[config.mk]
export PLATFORM = sky130hd
export DESIGN_NAME = battleship_game_ctrl
export DESIGN_NICKNAME = d
export VERILOG_FILES = /design/src/rtl/battleship_pkg.sv /design/src/rtl/battleship_game_ctrl_shot_history.sv /design/src/rtl/battleship_game_ctrl.sv
export SDC_FILE = /design/constraint.sdc
export NUM_CORES = 1
export LEC_CHECK = 0
export CORE_MARGIN = 8
export CORE_UTILIZATION = 40
export DETAILED_ROUTE_END_ITERATION = 10
export HOLD_SLACK_MARGIN = 0.03
export SLEW_MARGIN = 20
export SYNTH_ARGS = -nofsm -noshare
export SYNTH_HDL_FRONTEND = slang
export SYNTH_HIERARCHICAL = 1
export SYNTH_SLANG_ARGS = --single-unit
[constraint.sdc]
create_clock -name clock -period 10 [get_ports clock]
set_input_delay 2.5 -clock clock [delete_from_list [all_inputs] [get_ports clock]]
set_output_delay 2.5 -clock clock [all_outputs]
set_load 0.05 [all_outputs]
[src/rtl/battleship_pkg.sv]
// -----------------------------------------------------------------------------
// battleship_pkg
// Shared types and constants for the battleship scorekeeper slice.
//   game_state_t : IDLE / PLAY / WON / LOST
//   GRID_DIM     : board edge length (coordinates are 1..GRID_DIM)
//   SHIP_SQUARES : occupied squares; hitting all of them wins the game
//   BIG_INIT     : big bombs available at game start (2'b11 is not a legal count)
//   MAX_SHOTS    : accepted-shot limit before the game is lost
//   sat_inc()    : 7-bit increment that sticks at 127
// -----------------------------------------------------------------------------
package battleship_pkg;

  typedef enum logic [1:0] {
    IDLE = 2'd0,
    PLAY = 2'd1,
    WON  = 2'd2,
    LOST = 2'd3
  } game_state_t;

  localparam int GRID_DIM     = 10;
  localparam int SHIP_SQUARES = 19;
  localparam int BIG_INIT     = 2;
  localparam int MAX_SHOTS    = 40;

  // Counters are 7 bits wide and must never wrap back to zero.
  function automatic logic [6:0] sat_inc(input logic [6:0] value, input logic en);
    return (en && (value != 7'h7F)) ? value + 7'd1 : value;
  endfunction

endpackage

[src/rtl/battleship_game_ctrl_shot_history.sv]
// -----------------------------------------------------------------------------
// shot_history
// 100-bit bitmap recording which grid squares have already been fired at.
// Ports:
//   clock    : system clock
//   reset_L  : synchronous active-low reset, clears the whole bitmap
//   clear    : synchronous clear at the start of a new game
//   set      : mark square (X,Y) as used on this edge
//   X, Y     : shot coordinate, legal range 1..GRID_DIM
//   seen     : combinational; square (X,Y) already marked
// Out-of-range coordinates never read as seen and are never written, so a
// stray X=0 or Y=15 cannot alias onto a real square.
// -----------------------------------------------------------------------------
module shot_history
  import battleship_pkg::*;
(
  input  logic       clock,
  input  logic       reset_L,
  input  logic       clear,
  input  logic       set,
  input  logic [3:0] X,
  input  logic [3:0] Y,
  output logic       seen
);

  localparam int         CELLS = GRID_DIM * GRID_DIM;
  localparam logic [3:0] DIM4  = 4'(GRID_DIM);
  localparam logic [6:0] DIM7  = 7'(GRID_DIM);

  logic [CELLS-1:0] bitmap;
  logic             in_range;
  logic [6:0]       idx;

  assign in_range = (X >= 4'd1) && (X <= DIM4) && (Y >= 4'd1) && (Y <= DIM4);
  // Row-major: (Y-1)*10 + (X-1). Only meaningful when in_range.
  assign idx      = 7'(Y - 4'd1) * DIM7 + 7'(X - 4'd1);
  assign seen     = in_range && bitmap[idx];

  // NOTE: this "memory" is a bank of flops that must start every game empty,
  // so unlike a RAM it is reset and cleared explicitly.
  always_ff @(posedge clock) begin
    if (!reset_L || clear) begin
      bitmap <= '0;
    end else if (set && in_range) begin
      bitmap[idx] <= 1'b1;
    end
  end

endmodule

[src/rtl/battleship_game_ctrl.sv]
// -----------------------------------------------------------------------------
// battleship_game_ctrl
// Registered scorekeeper downstream of the shot-evaluation stage. Per accepted
// shot it accumulates hits, shot count and big-bomb usage, and decides
// win/loss. TotalHits and BigLeft feed back to the evaluation stage.
//
// Optional build macro: NEAR_MISS_COUNT_EN adds the NearMisses output.
//
// Ports:
//   clock, reset_L       : clock, synchronous active-low reset
//   StartGame            : pulse, (re)starts a game from IDLE/WON/LOST
//   ScoreThis            : shot strobe, honoured only while Ready
//   X, Y, Big            : shot coordinate (1..10) and big-bomb flag
//   Hit, nearMiss, Miss  : evaluation results for this shot
//   SomethingIsWrong     : upstream validity failure, rejects the shot
//   Ready                : high in PLAY
//   TotalHits, BigLeft   : registered hit count / big bombs remaining
//   ShotsTaken           : accepted shots
//   ShotError/RepeatShot : one-cycle pulses on rejected / repeated shots
//   NearMisses           : (optional) accepted near-miss count
//   GameWon, GameOver    : game result levels
// -----------------------------------------------------------------------------
module battleship_game_ctrl #(
  parameter int MAX_SHOTS    = battleship_pkg::MAX_SHOTS,
  parameter int SHIP_SQUARES = battleship_pkg::SHIP_SQUARES,
  parameter int BIG_INIT     = battleship_pkg::BIG_INIT
) (
  input  logic       clock,
  input  logic       reset_L,
  input  logic       StartGame,
  input  logic       ScoreThis,
  input  logic [3:0] X,
  input  logic [3:0] Y,
  input  logic       Big,
  input  logic       Hit,
  input  logic       nearMiss,
  input  logic       Miss,
  input  logic       SomethingIsWrong,
  output logic       Ready,
  output logic [6:0] TotalHits,
  output logic [1:0] BigLeft,
  output logic [6:0] ShotsTaken,
  output logic       ShotError,
  output logic       RepeatShot,
  output logic       GameWon,
`ifdef NEAR_MISS_COUNT_EN
  output logic [6:0] NearMisses,
`endif
  output logic       GameOver
);

  import battleship_pkg::*;

  localparam logic [6:0] WIN_HITS   = 7'(SHIP_SQUARES);
  localparam logic [6:0] SHOT_LIMIT = 7'(MAX_SHOTS);
  localparam logic [1:0] BIG_START  = 2'(BIG_INIT);

  game_state_t state;
  logic        seen;
  logic        shot_valid;
  logic        accept;
  logic        start;
  logic [6:0]  hits_next;
  logic [6:0]  shots_next;
  logic [1:0]  big_next;

  assign Ready    = (state == PLAY);
  assign GameWon  = (state == WON);
  assign GameOver = (state == WON) || (state == LOST);

  assign shot_valid = ScoreThis && Ready;
  // Priority: upstream error, then repeat, then accept.
  assign accept     = shot_valid && !SomethingIsWrong && !seen;
  // Start is only honoured outside PLAY; in WON/LOST Ready is low, so a
  // coincident shot is dropped automatically.
  assign start      = StartGame && (state != PLAY);

  assign hits_next  = sat_inc(TotalHits, Hit);
  assign shots_next = sat_inc(ShotsTaken, 1'b1);
  // Upstream already rejects Big with no bombs left; saturate anyway.
  assign big_next   = (Big && (BigLeft != 2'd0)) ? BigLeft - 2'd1 : BigLeft;

  shot_history u_history (
    .clock   (clock),
    .reset_L (reset_L),
    .clear   (start),
    .set     (accept),
    .X       (X),
    .Y       (Y),
    .seen    (seen)
  );

  // NOTE: sequential state uses non-blocking assignments only, so every
  // register samples the pre-edge values of its neighbours.
  always_ff @(posedge clock) begin
    if (!reset_L) begin
      state      <= IDLE;
      TotalHits  <= '0;
      BigLeft    <= '0;
      ShotsTaken <= '0;
      ShotError  <= 1'b0;
      RepeatShot <= 1'b0;
    end else begin
      ShotError  <= 1'b0;
      RepeatShot <= 1'b0;
      if (start) begin
        state      <= PLAY;
        TotalHits  <= '0;
        ShotsTaken <= '0;
        BigLeft    <= BIG_START;
      end else if (shot_valid) begin
        if (SomethingIsWrong) begin
          ShotError <= 1'b1;
        end else if (seen) begin
          RepeatShot <= 1'b1;
        end else begin
          TotalHits  <= hits_next;
          ShotsTaken <= shots_next;
          BigLeft    <= big_next;
          // Win is checked first so a last-shot win is never scored as a loss.
          if (hits_next == WIN_HITS) begin
            state <= WON;
          end else if (shots_next == SHOT_LIMIT) begin
            state <= LOST;
          end
        end
      end
    end
  end

`ifdef NEAR_MISS_COUNT_EN
  always_ff @(posedge clock) begin
    if (!reset_L || start) begin
      NearMisses <= '0;
    end else if (accept) begin
      NearMisses <= sat_inc(NearMisses, nearMiss);
    end
  end

  logic unused_inputs;
  assign unused_inputs = Miss;
`else
  // Miss is implied by !Hit && !nearMiss; nearMiss only feeds the optional counter.
  logic unused_inputs;
  assign unused_inputs = ^{Miss, nearMiss};
`endif

endmodule

==> impl_metrics.json, run 1 <==
{
  "yosys_most_used_dff": "sky130_fd_sc_hd__dfxtp_1",
  "synth_async_sr_flop_share_pct": 0,
  "worstPathCellList": "clkdlybuf4s50_1, or4_4, nand2_1, ha_1, ha_1, inv_1, fa_1, inv_1, ha_1, a21oi_1, o21ai_0, xnor3_2, or2_2, o22ai_1, a311oi_1, nor2_1, nand3_1, inv_1, nand3_1, nor3_1, a21oi_1, nor2_1",
  "grt.overflow.total": 0,
  "groute.usage.overall_pct": 16.18,
  "rsz0062_at_grt": "false",
  "ctsHoldBuffers": 0,
  "hold_ws_ns": 0.4621,
  "p_leak_nw": 2.562,
  "timing_hold_violations_final": 0,
  "final.setup_skew_ns": 0.008502,
  "first_iter_violations": 455,
  "slowest_delay_ns": 0.80,
  "synth_cell_types": 57,
  "synthesis.nets": 695,
  "fmaxAchievable_mhz": 120.3,
  "crit_end": "u_history/bitmap[83]$_SDFFE_PP0P_",
  "cts_max_path_buffers": 2,
  "placement.io_buffers": 35,
  "crit_path_top_delay_cell": "sky130_fd_sc_hd__nor3_1",
  "per_cell_via_count_in_the_routed_design": 5.541,
  "clock_sink_count": 120,
  "tightestPinTransition_ns": 1.077,
  "dp.final_hpwl_um": 9628,
  "post-route-drc-count": 0,
  "worst_hold_path.num_cells": 2,
  "setup.worst_path.end_class": "register",
  "antenna_found_initial": 0,
  "cp-start-kind": "input pin",
  "routabilityCongestion": 0.7961,
  "worst-path-max-fanout": 17,
  "timing.rr.end": "u_history/bitmap[83]$_SDFFE_PP0P_",
  "worstSkewPairLatency_ns": 0.41,
  "ctsResizeCount": 0,
  "post_synth_inst_count": 658,
  "grt_max_degree": 101,
  "synth-edff-count": 0,
  "worst-setup-path-type": "input pin to register",
  "die_w_um": 135.6,
  "yosysSeqAreaShare_pct": 42.00,
  "drtPass1Iterations": 5,
  "syn_area_per_cell_um2": 8.692,
  "insertedDiodeCount": 0,
  "boundaryPins": 38,
  "cpLargestDelayFamily": "simple AND/OR/NAND/NOR gates",
  "routed_wire_length_per_instance_um": 16.62,
  "synth_largest_type_area_fraction_pct": 42.00,
  "setup-tns-final_ns": 0,
  "synth_commonest_cells": "sky130_fd_sc_hd__nor2_1, sky130_fd_sc_hd__dfxtp_1, sky130_fd_sc_hd__a21oi_1, sky130_fd_sc_hd__clkbuf_1, sky130_fd_sc_hd__nand2_1",
  "drtAntennaViolNets": 0,
  "rrSetupSlack_ns": 5.88,
  "layout.nets": 711,
  "cts.repair_timing.setup_buffer_count": 0,
  "grt_pass1_wl_um": 23450,
  "number_of_global_route_vias_before_repair": 4579,
  "initial_utilization_pct": 41.04,
  "cts-root-buf": "sky130_fd_sc_hd__clkbuf_16",
  "layout-drive-gt1-share_pct": 10.33,
  "layout_worst_path_cycle_share_pct": 83.15,
  "critPathRequiredTime_ns": 10.33,
  "synth_top_area_cell": "sky130_fd_sc_hd__dfxtp_1",
  "p_per_cell_area_nw_per_um2": 206.0,
  "min_period_ns": 8.315,
  "synth_warnings": 6,
  "ys_ff_latch": 120,
  "fillerInstances": 1292,
  "area_delta_synth_final_pct": 18.62,
  "worst-path-buf-inv": 4,
  "htree_num_levels": 4,
  "worst_path_depth": 22,
  "worst_slew_margin_rel_pct": 27.66,
  "vdd.ir_drop.worst_v": 0.0001356,
  "final-max-slew-violation-count": 0,
  "total_wire_length_um": 14410,
  "cts_made_buffers": 17,
  "number_of_standard_cell_rows_in_the_floorplan": 43,
  "floorplan.die_area_um2": 18380,
  "synth_top_cells_by_area": "sky130_fd_sc_hd__dfxtp_1, sky130_fd_sc_hd__a21oi_1, sky130_fd_sc_hd__nor2_1",
  "finalSetupViolations": 0,
  "most_frequent_cell_after_synthesis": "sky130_fd_sc_hd__nor2_1",
  "core_area_um2": 13930,
  "worstSetupStartpoint": "Y[2]",
  "cts_tree": "yes",
  "die_outline_height_um": 135.6,
  "worstRegToRegCells": 13,
  "synth_area_um2": 5719,
  "worst_ep_arrival_time_ns": 8.64,
  "worstHoldPathType": "register to register",
  "clock_pin_slew_reported_for_the_worst_setup_and_hold_paths_after_clock_tree_synthesis_ns": 0.05,
  "detailroute.via_count": 4804,
  "r2r-start": "u_history/bitmap[62]$_SDFFE_PP0P_",
  "outcome": "completed",
  "drv_cap": 0
}
[placed cells by master, fill, tap and decap left out, types with 12 or more instances in the layout]
cell type / Yosys / layout
sky130_fd_sc_hd__nand3_1: 12 / 12
sky130_fd_sc_hd__dfxtp_1: 120 / 120
sky130_fd_sc_hd__a21oi_1: 110 / 110
sky130_fd_sc_hd__inv_1: 20 / 20
sky130_fd_sc_hd__mux2i_1: 12 / 12
sky130_fd_sc_hd__nor2_1: 133 / 133
sky130_fd_sc_hd__clkdlybuf4s50_1: 0 / 35
sky130_fd_sc_hd__mux4_2: 13 / 13
sky130_fd_sc_hd__ha_1: 18 / 18
sky130_fd_sc_hd__o21ai_0: 16 / 16
sky130_fd_sc_hd__clkbuf_16: 0 / 17
sky130_fd_sc_hd__nand2_1: 24 / 24
sky130_fd_sc_hd__nor3_1: 12 / 12
[worst min-delay path by stage]
| stage | from | end | slack (ns) |
|---|---|---|---|
| 6_report | u_history/bitmap[91]$_SDFFE_PP0P_ | u_history/bitmap[91]$_SDFFE_PP0P_ | 0.46 |
| 5_1_grt | u_history/bitmap[19]$_SDFFE_PP0P_ | u_history/bitmap[19]$_SDFFE_PP0P_ | 0.49 |
| 4_1_cts | u_history/bitmap[82]$_SDFFE_PP0P_ | u_history/bitmap[82]$_SDFFE_PP0P_ | 0.47 |
| 3_5_place_dp | u_history/bitmap[82]$_SDFFE_PP0P_ | u_history/bitmap[82]$_SDFFE_PP0P_ | 0.45 |
| 3_3_place_gp | u_history/bitmap[14]$_SDFFE_PP0P_ | u_history/bitmap[14]$_SDFFE_PP0P_ | 0.44 |
| 2_1_floorplan | u_history/bitmap[14]$_SDFFE_PP0P_ | u_history/bitmap[14]$_SDFFE_PP0P_ | 0.43 |
[flip-flops by register name (all words and copies together) (netlist names)]
register	cells
state	2
ShotsTaken	7
RepeatShot	1
BigLeft	2
TotalHits	7
u_history/bitmap	100
ShotError	1
[per-stage QoR]
| step | power [mW] | worst slack [ns] | std cells | cell area (µm²) | utilization, % |
|---|---|---|---|---|---|
| 6_report | 1.398 | 1.685 | 867 | 6784 | 48.68 |
| 4_1_cts | 1.407 | 1.705 | 867 | 6784 | 48.68 |
| 3_5_place_dp | 0.7657 | 1.344 | 835 | 6156 | 44.18 |
| 5_1_grt | 1.459 | 1.109 | 867 | 6784 | 48.68 |
| 3_3_place_gp | 0.7618 | 1.421 | 835 | 6156 | 44.18 |
| 2_1_floorplan | 0.6997 | 2.880 | 658 | 5719 | - |
[where the power goes]
part           leakage [nW]  switching [mW]  internal [mW]
combinational          1.29           0.197         0.0794
clock                 0.303           0.222          0.417
sequential            0.967         0.00145          0.480
total                  2.56           0.421          0.977
[cell type report]
type / count / area [µm²] / share of cell area, %
Clock inverter: 15 / 202.7 / 2.988
Inverter: 20 / 75.07 / 1.107
Multi-Input combinational cell: 476 / 3073 / 45.30
Sequential cell: 120 / 2402 / 35.41
Clock buffer: 17 / 425.4 / 6.271
Tap cell: 180 / 225.2 / 3.320
Timing Repair Buffer: 39 / 380.4 / 5.607
[worst register-to-register path, cell delays in order (launching register included)]
cell                        delay [ns]
sky130_fd_sc_hd__dfxtp_1          0.31
sky130_fd_sc_hd__mux4_2           0.45
sky130_fd_sc_hd__and2_0           0.16
sky130_fd_sc_hd__a2111oi_0        0.48
sky130_fd_sc_hd__a221oi_1         0.13
sky130_fd_sc_hd__o22ai_1          0.19
sky130_fd_sc_hd__a311oi_1         0.10
sky130_fd_sc_hd__nor2_1           0.20
sky130_fd_sc_hd__nand3_1          0.20
sky130_fd_sc_hd__inv_1            0.28
sky130_fd_sc_hd__nand3_1          0.46
sky130_fd_sc_hd__nor3_1           0.80
sky130_fd_sc_hd__a21oi_1          0.14
sky130_fd_sc_hd__nor2_1           0.13
[logic make-up (layout without fill, tap and decap cells)]
| group | Yosys count | count (layout) | share of synthesized area (%) |
|---|---|---|---|
| xor gates and xnor gates | 17 | 17 | 2.866 |
| and+or+nand+nor | 238 | 238 | 20.70 |
| DFF | 120 | 120 | 42.00 |
| AOI/OAI and AO/OA | 169 | 169 | 16.80 |
| muxes | 32 | 32 | 8.598 |
| buffers and inverters | 62 | 91 | 4.397 |
| adders and majority gates | 20 | 20 | 4.638 |
[metal layers]
metal | global-route usage [%] | routed length, µm | share of wire [%] | up-vias
met5 | 0 | 0 | 0 | -
met2 | 24.47 | 6524 | 45 | 105
li1 | - | - | - | 2360
met3 | 3.783 | 670 | 4.7 | 19
met1 | 21.25 | 6988 | 49 | 2320
met4 | 7.711 | 223 | 1.5 | 0
No activity file was read; power rests on OpenSTA's default activity.
==> run 2: changes to the inputs <==
==> constraint.sdc (replaced) <==
create_clock -name clock -period 7.87 [get_ports clock]
set_input_delay 1.9675 -clock clock [delete_from_list [all_inputs] [get_ports clock]]
set_output_delay 1.9675 -clock clock [all_outputs]
set_load 0.05 [all_outputs]
==> run 2 against run 1 <==
Compared with the run above:
- power increased by 23%
- register-to-register slack got worse by 2.1 ns
- flip-flop and latch count unchanged
- combinational power increased by 36%
- global-route usage increased by 0.48 points
- utilization increased by 0.31 points
- sequential power increased by 27%
- die area unchanged
==> impl_metrics.json, run 2 (synthesized netlist as in run 1, its figures left out) <==
{
  "total_wire_length_um": 14780,
  "vdd.ir_drop.worst_v": 0.0001548,
  "p_total_mw": 1.719,
  "placement.io_buffers": 35,
  "worst_slew_margin_rel_pct": 26.27,
  "worstPathCellList": "clkdlybuf4s50_1, or4_4, nand2_1, ha_1, ha_1, inv_1, fa_1, inv_1, ha_1, a21oi_1, o21ai_0, xnor3_2, buf_4, nand2_1, o21ai_0, a311oi_1, nor2_1, nand3_1, inv_1, nand3_1, nor3_4, a21oi_1, nor2_1",
  "number_of_global_route_vias_before_repair": 4664,
  "rsz0062_at_grt": "false",
  "finalWorstSetupSlack_ns": 0.4608,
  "clock_pin_slew_reported_for_the_worst_setup_and_hold_paths_after_clock_tree_synthesis_ns": 0.05,
  "worst-path-buf-inv": 5,
  "layout_worst_path_cycle_share_pct": 94.14,
  "drtAntennaViolNets": 0,
  "cp-start-kind": "input pin",
  "cts_tree": "yes",
  "dp.final_hpwl_um": 9715,
  "drv_cap": 0,
  "area_delta_synth_final_pct": 19.36,
  "initial_utilization_pct": 41.04,
  "final_common_cell": "sky130_fd_sc_hd__nor2_1",
  "min_period_ns": 7.409,
  "boundaryPins": 38,
  "groute.usage.overall_pct": 16.65,
  "rrSetupSlack_ns": 3.83,
  "worstSetupStartpoint": "Y[2]",
  "multi_input_comb_area_um2": 3089,
  "setup.worst_path.end_class": "register",
  "antenna_found_initial": 0,
  "htree_num_levels": 4,
  "grt_max_degree": 101,
  "drtPass1Iterations": 5,
  "finalSetupViolations": 0,
  "worst-setup-path-type": "input pin to register",
  "p_per_cell_area_nw_per_um2": 251.8,
  "per_cell_via_count_in_the_routed_design": 5.567,
  "outcome": "completed",
  "detailroute.via_count": 4871,
  "worstHoldPathType": "register to register",
  "tightestPinTransition_ns": 1.098,
  "number_of_standard_cell_rows_in_the_floorplan": 43,
  "slowest_delay_ns": 0.63,
  "final-max-slew-violation-count": 0,
  "worstSkewPairLatency_ns": 0.42,
  "routed_wire_length_per_instance_um": 16.89,
  "die_w_um": 135.6,
  "worstRegToRegCells": 13,
  "floorplan.die_area_um2": 18380,
  "layout.nets": 719,
  "critPathRequiredTime_ns": 8.21,
  "grt.overflow.total": 0,
  "cts-root-buf": "sky130_fd_sc_hd__clkbuf_16",
  "crit_path_top_delay_cell": "sky130_fd_sc_hd__nor3_4",
  "timing_hold_violations_final": 0,
  "cts_made_buffers": 17,
  "cpLargestDelayFamily": "simple AND/OR/NAND/NOR gates",
  "clock_sink_count": 120,
  "largest_register_ffs": 100,
  "p_leak_nw": 2.590,
  "r2r-start": "u_history/bitmap[60]$_SDFFE_PP0P_",
  "layout-drive-gt1-share_pct": 11.51,
  "pre_cts_slack_ns": -0.03506,
  "fillerInstances": 1282,
  "timing.rr.end": "u_history/bitmap[31]$_SDFFE_PP0P_",
  "registers_with_the_most_flip_flops": "u_history/bitmap: 100 flops, ShotsTaken: 7 flops, TotalHits: 7 flops",
  "regArea_um2": 2402,
  "insertedDiodeCount": 0,
  "first_iter_violations": 360,
  "cts_max_path_buffers": 2,
  "worst-path-max-fanout": 16,
  "fmaxAchievable_mhz": 135.0,
  "worst_ep_arrival_time_ns": 7.74,
  "routabilityCongestion": 0.8071,
  "core_area_um2": 13930,
  "mostFrequentLayoutCells": "sky130_fd_sc_hd__nor2_1, sky130_fd_sc_hd__dfxtp_1, sky130_fd_sc_hd__a21oi_1",
  "die_outline_height_um": 135.6,
  "crit_end": "u_history/bitmap[31]$_SDFFE_PP0P_",
  "worst_path_depth": 23,
  "post-route-drc-count": 0,
  "largest_register": "u_history/bitmap",
  "grt_pass1_wl_um": 24140,
  "final.setup_skew_ns": 0.008141
}
run 2: changes by cell type in the layout (fill, tap and decap cells not counted), sizes merged:
| cell | previous run | this run |
|---|---|---|
| buf | 4 | 12 |
| bufinv | 4 | 1 |
| clkbuf | 17 | 21 |
| clkinv | 8 | 7 |
| clkinvlp | 2 | 3 |
| inv | 21 | 20 |
run 2: through the flow:
| step | utilization [%] | area [µm²] | instances | hold slack, ns | TNS, ns |
|---|---|---|---|---|---|
| after global placement | 44.54 | 6206 | 840 | 0.4399 | 0 |
| final | 48.99 | 6827 | 875 | 0.4612 | 0 |
| after CTS | 48.62 | 6775 | 872 | 0.4676 | 0 |
| after floorplan | - | 5719 | 658 | 0.4285 | 0 |
| after global routing | 48.99 | 6827 | 875 | 0.4782 | 0 |
| after detailed placement | 44.54 | 6206 | 840 | 0.4526 | -0.2233 |
run 2: cell type report:
class	count	area share, %
Multi-Input combinational cell	476	45.25
Clock inverter	11	1.448
Inverter	20	1.100
Clock buffer	21	6.891
Tap cell	180	3.299
Timing Repair Buffer	47	6.818
Sequential cell	120	35.19
run 2: how the worst min path moves through the flow:
| stage | from | endpoint | slack [ns] | depth (start not counted) |
|---|---|---|---|---|
| 6_report | u_history/bitmap[7]$_SDFFE_PP0P_ | u_history/bitmap[7]$_SDFFE_PP0P_ | 0.46 | 2 |
| 5_1_grt | u_history/bitmap[4]$_SDFFE_PP0P_ | u_history/bitmap[4]$_SDFFE_PP0P_ | 0.48 | 2 |
| 4_1_cts | u_history/bitmap[62]$_SDFFE_PP0P_ | u_history/bitmap[62]$_SDFFE_PP0P_ | 0.47 | 2 |
| 3_5_place_dp | u_history/bitmap[44]$_SDFFE_PP0P_ | u_history/bitmap[44]$_SDFFE_PP0P_ | 0.45 | 2 |
| 3_3_place_gp | u_history/bitmap[14]$_SDFFE_PP0P_ | u_history/bitmap[14]$_SDFFE_PP0P_ | 0.44 | 2 |
| 2_1_floorplan | u_history/bitmap[14]$_SDFFE_PP0P_ | u_history/bitmap[14]$_SDFFE_PP0P_ | 0.43 | 2 |
run 2: worst min-delay path: stages (launching register included):
cell	delay [ns]
sky130_fd_sc_hd__dfxtp_1	0.32
sky130_fd_sc_hd__a21oi_1	0.04
sky130_fd_sc_hd__nor2_1	0.06
run 2: power by group:
part | internal [mW] | switching, mW | total, mW | leakage [nW]
clock | 0.457 | 0.274 | 0.730 | 0.275
sequential | 0.610 | 0.00180 | 0.612 | 0.967
combinational | 0.115 | 0.261 | 0.377 | 1.35
total | 1.18 | 0.537 | 1.72 | 2.59
run 2: repair_timing:
action	CTS	global route
setup buffers	0	3
gates resized for setup	0	3
setup endpoints to repair	0	27
hold buffers	0	0
run 2: routing by layer:
metal	share of wire [%]	track usage, %
met1	48	21.51
met2	45	24.86
met3	5.9	5.378
met4	1.9	7.218
met5	0	0
